[config.mk]
export PLATFORM = sky130hd
export DESIGN_NAME = vga_timing_gen_flat
export DESIGN_NICKNAME = d
export VERILOG_FILES = /design/src/rtl/vga_timing_gen_if.sv /design/src/rtl/vga_timing_gen.sv /design/src/flat_wrapper.sv
export SDC_FILE = /design/constraint.sdc
export NUM_CORES = 1
export LEC_CHECK = 0
export CAP_MARGIN = 20
export CORE_MARGIN = 2
export CORE_UTILIZATION = 50
export DETAILED_ROUTE_END_ITERATION = 8
export PLACE_DENSITY = 0.82
export RECOVER_POWER = 100
export SYNTH_ARGS = -nofsm -noshare
export SYNTH_HDL_FRONTEND = slang
export SYNTH_SLANG_ARGS = --single-unit
[constraint.sdc]
create_clock -name clk -period 2.5 [get_ports clk]
set_input_delay 0.375 -clock clk [delete_from_list [all_inputs] [get_ports clk]]
set_output_delay 0.375 -clock clk [all_outputs]
set_load 0.01 [all_outputs]
[src/rtl/vga_timing_gen_if.sv]
// ---------------------------------------------------------------------------
// vga_timing_gen_if
// Bundles the raster timing outputs of vga_timing_gen for the pixel/colour
// pipeline and the VGA connector.
//   pix_tick    : one-clk pulse per pixel period
//   x, y        : current pixel column / line, full range including blanking
//   di          : display enable, high inside the visible area
//   hsync/vsync : sync pulses at the configured polarity
//   line_start  : one-clk pulse when x changes to 0
//   frame_start : one-clk pulse when x changes to 0 on line 0
//   frame_cnt   : completed-frame counter, wraps 255 -> 0
// modport master : timing generator side (drives everything)
// modport slave  : consumer side (reads everything)
// ---------------------------------------------------------------------------
interface vga_timing_gen_if;
  logic       pix_tick;
  logic [9:0] x;
  logic [9:0] y;
  logic       di;
  logic       hsync;
  logic       vsync;
  logic       line_start;
  logic       frame_start;
  logic [7:0] frame_cnt;

  modport master (
    output pix_tick, x, y, di, hsync, vsync, line_start, frame_start, frame_cnt
  );

  modport slave (
    input pix_tick, x, y, di, hsync, vsync, line_start, frame_start, frame_cnt
  );
endinterface

[src/rtl/vga_timing_gen.sv]
// ---------------------------------------------------------------------------
// vga_timing_gen
// VGA raster timing generator (640x480@60 Hz by default) running from the
// system clock with a clock-enable style pixel divider.
//   clk   : system clock
//   reset : asynchronous, active-high; clears all state immediately
//   vga   : vga_timing_gen_if.master, all timing outputs (all registered)
// Pipeline: div_cnt -> h_cnt/v_cnt (advance on the divider terminal count)
// -> registered decodes, loaded in the clk right after each counter update,
// so every decoded output is held for CLK_DIV clks.
// ---------------------------------------------------------------------------
module vga_timing_gen #(
  parameter int CLK_DIV  = 4,
  parameter int H_ACTIVE = 640,
  parameter int H_FP     = 16,
  parameter int H_SYNC   = 96,
  parameter int H_BP     = 48,
  parameter int V_ACTIVE = 480,
  parameter int V_FP     = 10,
  parameter int V_SYNC   = 2,
  parameter int V_BP     = 33,
  parameter int SYNC_POL = 0
) (
  input  logic              clk,
  input  logic              reset,
  vga_timing_gen_if.master  vga
);

  localparam int H_TOTAL = H_ACTIVE + H_FP + H_SYNC + H_BP;
  localparam int V_TOTAL = V_ACTIVE + V_FP + V_SYNC + V_BP;
  localparam int DIV_W   = (CLK_DIV > 1) ? $clog2(CLK_DIV) : 1;

  localparam logic [DIV_W-1:0] DIV_LAST = DIV_W'(CLK_DIV - 1);
  localparam logic [9:0] H_LAST   = 10'(H_TOTAL - 1);
  localparam logic [9:0] V_LAST   = 10'(V_TOTAL - 1);
  localparam logic [9:0] H_ACT    = 10'(H_ACTIVE);
  localparam logic [9:0] V_ACT    = 10'(V_ACTIVE);
  localparam logic [9:0] HS_BEG   = 10'(H_ACTIVE + H_FP);
  localparam logic [9:0] HS_END   = 10'(H_ACTIVE + H_FP + H_SYNC);
  localparam logic [9:0] VS_BEG   = 10'(V_ACTIVE + V_FP);
  localparam logic [9:0] VS_END   = 10'(V_ACTIVE + V_FP + V_SYNC);
  localparam logic       SYNC_ACT = (SYNC_POL != 0) ? 1'b1 : 1'b0;

  logic [DIV_W-1:0] div_cnt_q, div_cnt_d;
  logic [9:0]       h_cnt_q, h_cnt_d;
  logic [9:0]       v_cnt_q, v_cnt_d;
  logic             pix_tick_q, pix_tick_d;
  logic [9:0]       x_q, x_d;
  logic [9:0]       y_q, y_d;
  logic             di_q, di_d;
  logic             hsync_q, hsync_d;
  logic             vsync_q, vsync_d;
  logic             line_start_q, line_start_d;
  logic             frame_start_q, frame_start_d;
  logic [7:0]       frame_cnt_q, frame_cnt_d;
  logic             tick_s;

  // Pixel divider and raster counters: advance once per CLK_DIV clks.
  always_comb begin
    tick_s    = (div_cnt_q == DIV_LAST);
    div_cnt_d = div_cnt_q;
    h_cnt_d   = h_cnt_q;
    v_cnt_d   = v_cnt_q;
    if (tick_s) begin
      div_cnt_d = {DIV_W{1'b0}};
      if (h_cnt_q == H_LAST) begin
        h_cnt_d = 10'd0;
        if (v_cnt_q == V_LAST) begin
          v_cnt_d = 10'd0;
        end else begin
          v_cnt_d = v_cnt_q + 10'd1;
        end
      end else begin
        h_cnt_d = h_cnt_q + 10'd1;
      end
    end else begin
      div_cnt_d = div_cnt_q + DIV_W'(1);
    end
  end

  // Output decode: pix_tick_q marks the clk right after a counter update,
  // which is exactly when the registered decodes and strobes are loaded.
  always_comb begin
    pix_tick_d    = tick_s;
    x_d           = x_q;
    y_d           = y_q;
    di_d          = di_q;
    hsync_d       = hsync_q;
    vsync_d       = vsync_q;
    line_start_d  = 1'b0;
    frame_start_d = 1'b0;
    frame_cnt_d   = frame_cnt_q;
    if (pix_tick_q) begin
      x_d           = h_cnt_q;
      y_d           = v_cnt_q;
      di_d          = (h_cnt_q < H_ACT) && (v_cnt_q < V_ACT);
      hsync_d       = ((h_cnt_q >= HS_BEG) && (h_cnt_q < HS_END)) ? SYNC_ACT : ~SYNC_ACT;
      vsync_d       = ((v_cnt_q >= VS_BEG) && (v_cnt_q < VS_END)) ? SYNC_ACT : ~SYNC_ACT;
      // h_cnt only sits at 0 after a wrap here; reset state never loads.
      line_start_d  = (h_cnt_q == 10'd0);
      frame_start_d = (h_cnt_q == 10'd0) && (v_cnt_q == 10'd0);
      if ((h_cnt_q == 10'd0) && (v_cnt_q == 10'd0)) begin
        frame_cnt_d = frame_cnt_q + 8'd1;
      end else begin
        frame_cnt_d = frame_cnt_q;
      end
    end else begin
      x_d = x_q;
    end
  end

  // State registers, cleared immediately by reset.
  always_ff @(posedge clk or posedge reset) begin
    if (reset) begin
      div_cnt_q     <= {DIV_W{1'b0}};
      h_cnt_q       <= 10'd0;
      v_cnt_q       <= 10'd0;
      pix_tick_q    <= 1'b0;
      x_q           <= 10'd0;
      y_q           <= 10'd0;
      di_q          <= 1'b0;
      hsync_q       <= ~SYNC_ACT;
      vsync_q       <= ~SYNC_ACT;
      line_start_q  <= 1'b0;
      frame_start_q <= 1'b0;
      frame_cnt_q   <= 8'd0;
    end else begin
      div_cnt_q     <= div_cnt_d;
      h_cnt_q       <= h_cnt_d;
      v_cnt_q       <= v_cnt_d;
      pix_tick_q    <= pix_tick_d;
      x_q           <= x_d;
      y_q           <= y_d;
      di_q          <= di_d;
      hsync_q       <= hsync_d;
      vsync_q       <= vsync_d;
      line_start_q  <= line_start_d;
      frame_start_q <= frame_start_d;
      frame_cnt_q   <= frame_cnt_d;
    end
  end

  assign vga.pix_tick    = pix_tick_q;
  assign vga.x           = x_q;
  assign vga.y           = y_q;
  assign vga.di          = di_q;
  assign vga.hsync       = hsync_q;
  assign vga.vsync       = vsync_q;
  assign vga.line_start  = line_start_q;
  assign vga.frame_start = frame_start_q;
  assign vga.frame_cnt   = frame_cnt_q;

endmodule

[src/flat_wrapper.sv]
// flat-port wrapper written by rule: the top's interface ports become plain ports
module vga_timing_gen_flat 
#(
  parameter int CLK_DIV  = 4,
  parameter int H_ACTIVE = 640,
  parameter int H_FP     = 16,
  parameter int H_SYNC   = 96,
  parameter int H_BP     = 48,
  parameter int V_ACTIVE = 480,
  parameter int V_FP     = 10,
  parameter int V_SYNC   = 2,
  parameter int V_BP     = 33,
  parameter int SYNC_POL = 0
)
  (clk, reset, vga_pix_tick, vga_x, vga_y, vga_di, vga_hsync, vga_vsync, vga_line_start, vga_frame_start, vga_frame_cnt);
  vga_timing_gen_if vga_i ();
  input  logic clk;
  input  logic reset;
  output wire logic [$bits(vga_i.pix_tick)-1:0] vga_pix_tick;
  output wire logic [$bits(vga_i.x)-1:0] vga_x;
  output wire logic [$bits(vga_i.y)-1:0] vga_y;
  output wire logic [$bits(vga_i.di)-1:0] vga_di;
  output wire logic [$bits(vga_i.hsync)-1:0] vga_hsync;
  output wire logic [$bits(vga_i.vsync)-1:0] vga_vsync;
  output wire logic [$bits(vga_i.line_start)-1:0] vga_line_start;
  output wire logic [$bits(vga_i.frame_start)-1:0] vga_frame_start;
  output wire logic [$bits(vga_i.frame_cnt)-1:0] vga_frame_cnt;
  assign vga_pix_tick = vga_i.pix_tick;
  assign vga_x = vga_i.x;
  assign vga_y = vga_i.y;
  assign vga_di = vga_i.di;
  assign vga_hsync = vga_i.hsync;
  assign vga_vsync = vga_i.vsync;
  assign vga_line_start = vga_i.line_start;
  assign vga_frame_start = vga_i.frame_start;
  assign vga_frame_cnt = vga_i.frame_cnt;
  vga_timing_gen #(.CLK_DIV(CLK_DIV), .H_ACTIVE(H_ACTIVE), .H_FP(H_FP), .H_SYNC(H_SYNC), .H_BP(H_BP), .V_ACTIVE(V_ACTIVE), .V_FP(V_FP), .V_SYNC(V_SYNC), .V_BP(V_BP), .SYNC_POL(SYNC_POL)) u_core (.clk(clk), .reset(reset), .vga(vga_i));
endmodule
==> qor.txt <==
run status: finished clean
worst slew pin tran: 1070 ps
Hold Crit Class: register to register
CTS resizes: 0
Starting DRT DRC Count: 152
Post-synth ARST share: 100%
largest net degree at the start of global routing: 21
most common cell after layout, fill and taps aside: dfrtp_1
fillers: 435
EDFF count, synth: 0
multi-input logic area: 1020 um^2
hpwl dp: 3280 um
pre-CTS setup slack: 428 ps
critical path capture point type: register
CTS buffer count: 5
Synth Instances: 220
chip height: 75.2 um
hold wc startpoint: u_core.div_cnt_q[0]
r2r startpoint: u_core.div_cnt_q[0]
# nets final: 265
Total Wirelength: 4550 um
Final min period: 2190 ps
Setup Viol. Count Final: 0
final hold violation count: 0
clk sinks: 56
Post-CTS Setup Bufs: 0
synth top area cells: dfrtp_1 53%, mux2_2 9.3%, xor2_1 3.5%
gr ovfl total: 0
Final Skew: 7.18 ps
CTS clk-pin slew, worst paths: 90 ps
syn nets: 228
sequential cell area: 1400 um^2
initial antenna violation count: 0
clk buf depth: 2
synthesized cell area: 2530 um^2
synthesized flop and latch total: 56
top-level port count: 36
vias per cell: 5.51
gr usage total: 18.2%
WS Path Type: register to register
VDD IR-drop max: 305 uV
n_diodes: 0
PwrDens: 477 nW/um^2
Starting Density: 52.6%
Synth cell types: 35
CTS root buffer: clkbuf_8
Area Growth Syn to Fin: 18.9%
Placer Congestion: 0.898
Worst Path Required: 2690 ps
register area share after synthesis: 55.4%
Max Transition Viols Final: 0
DRT Pass-1 Iters: 4
ys flop type: dfrtp_1
CTS tree: yes
vias in the first global route: 1,653
final antenna-violating net count: 0
crit path launch type: register
Synth top area share: 53.4%
vias: 1,784
syn_area_per_cell: 11.5 um^2
Final period util: 87.8%
min setup slack post-route: 305 ps
Synth warnings: 0
clk_lat worst skew: 300 ps
Slew HR: 28.5%
final std cells w/o fill: 324
row count: 25
routed length per placed instance: 14.0 um
share of cells above drive strength 1: 14.4%
drt drc: 0
Max Cap Viol: 0
hold buffers post-CTS: 0
first-pass GRT wire length: 7680 um
leakage: 0.00145 uW
most frequent cells in the layout: 54 x dfrtp_1, 35 x dlygate4sd3_1, 21 x mux2_2
core area: 4820 um^2
worst-path fanout max: 10
H-tree Lvls: 2
crit path DAT: 2390 ps
Total Neg Setup Slack: 0 ps
dpl cells: 317
unrepaired setup endpoints after global routing: no
Max Fclk: 456 MHz
hold_ws: 430 ps
die area: 5650 um^2
total power: 1430 uW
IO Port Bufs: 35
die extent in x: 75.2 um
post-synth top area cell: dfrtp_1
Worst Setup SP: u_core.div_cnt_q[0]
[cell families after synthesis]
logic type	after synthesis	synth area share (%)
and+or+nand+nor	79	16.8
DFF	56	55.4
muxes	22	9.73
AOI/OAI and AO/OA	21	4.79
buffers and inverters	19	4.10
xor gates and xnor gates	17	6.18
adders and majority gates	6	2.96
[registers in the layout (all words and copies together) (netlist names)]
name                    flops
u_core.h_cnt_q             10
u_core.v_cnt_q             10
u_core.vga.x               10
u_core.vga.y               10
u_core.vga.frame_cnt        8
u_core.div_cnt_q            2
u_core.vga.di               1
u_core.vga.frame_start      1
u_core.vga.hsync            1
u_core.vga.line_start       1
u_core.vga.pix_tick         1
u_core.vga.vsync            1
[layer usage]
| metal | vias up | global-route usage, % | wire length, um |
|---|---|---|---|
| li1 | 856 | - | - |
| met1 | 865 | 25.4 | 2220 |
| met2 | 54 | 28.1 | 2020 |
| met3 | 9 | 4.55 | 221 |
| met4 | 0 | 6.04 | 79 |
| met5 | - | 0 | 0 |
[area by class of cell]
class | count | share of cell area, %
Timing Repair Buffer | 40 | 12.5
Tap cell | 67 | 2.78
Clock buffer | 7 | 3.20
Sequential cell | 56 | 46.6
Inverter | 9 | 1.12
Multi-Input combinational cell | 145 | 33.7
[path summary, 6_finish.rpt]
| path | to | slack, ps | cells after the start |
|---|---|---|---|
| max | u_core.v_cnt_q[7] | 310 | 5 |
| min reg2reg | u_core.div_cnt_q[0] | 430 | 1 |
| min | u_core.div_cnt_q[0] | 430 | 1 |
| min in group asynchronous | u_core.vga.y[7] | 610 | 2 |
| max in group asynchronous | u_core.v_cnt_q[1] | 490 | 3 |
| max reg2reg | u_core.v_cnt_q[7] | 310 | 5 |
[synth_stat cells, types with 2 or more instances]
cell,n
dfstp_2,2
nor2_1,10
dfrtp_1,54
nand2_1,13
nor3_1,9
xor2_1,10
a31oi_1,5
a21oi_1,2
nand4_1,5
xnor2_1,6
clkbuf_1,3
buf_2,2
ha_1,6
o21ai_0,11
nand4b_1,2
buf_6,4
nand3_1,17
mux2_2,21
and3_1,5
inv_1,9
nor4_1,10
[metrics by stage]
step / utilization, % / cell area (um^2)
final: 62.5 / 3010
after global routing: 62.5 / 3010
after CTS: 62.9 / 3030
after detailed placement: 60.9 / 2930
after global placement: 60.9 / 2930
after floorplan: - / 2530
[report_power, final]
part           total, uW  internal (uW)  switching (uW)
registers            905            905               0
logic               19.0           1.76            17.3
clock network        511            247             264
total               1430           1150             281
[critical path: stages (launching register included)]
cell and delay, ps:
dfrtp_1 360, ha_1 330, nand3_1 230, or4_1 560, or3_1 450, xnor2_2 140
Power figures use the tool's default switching activity.
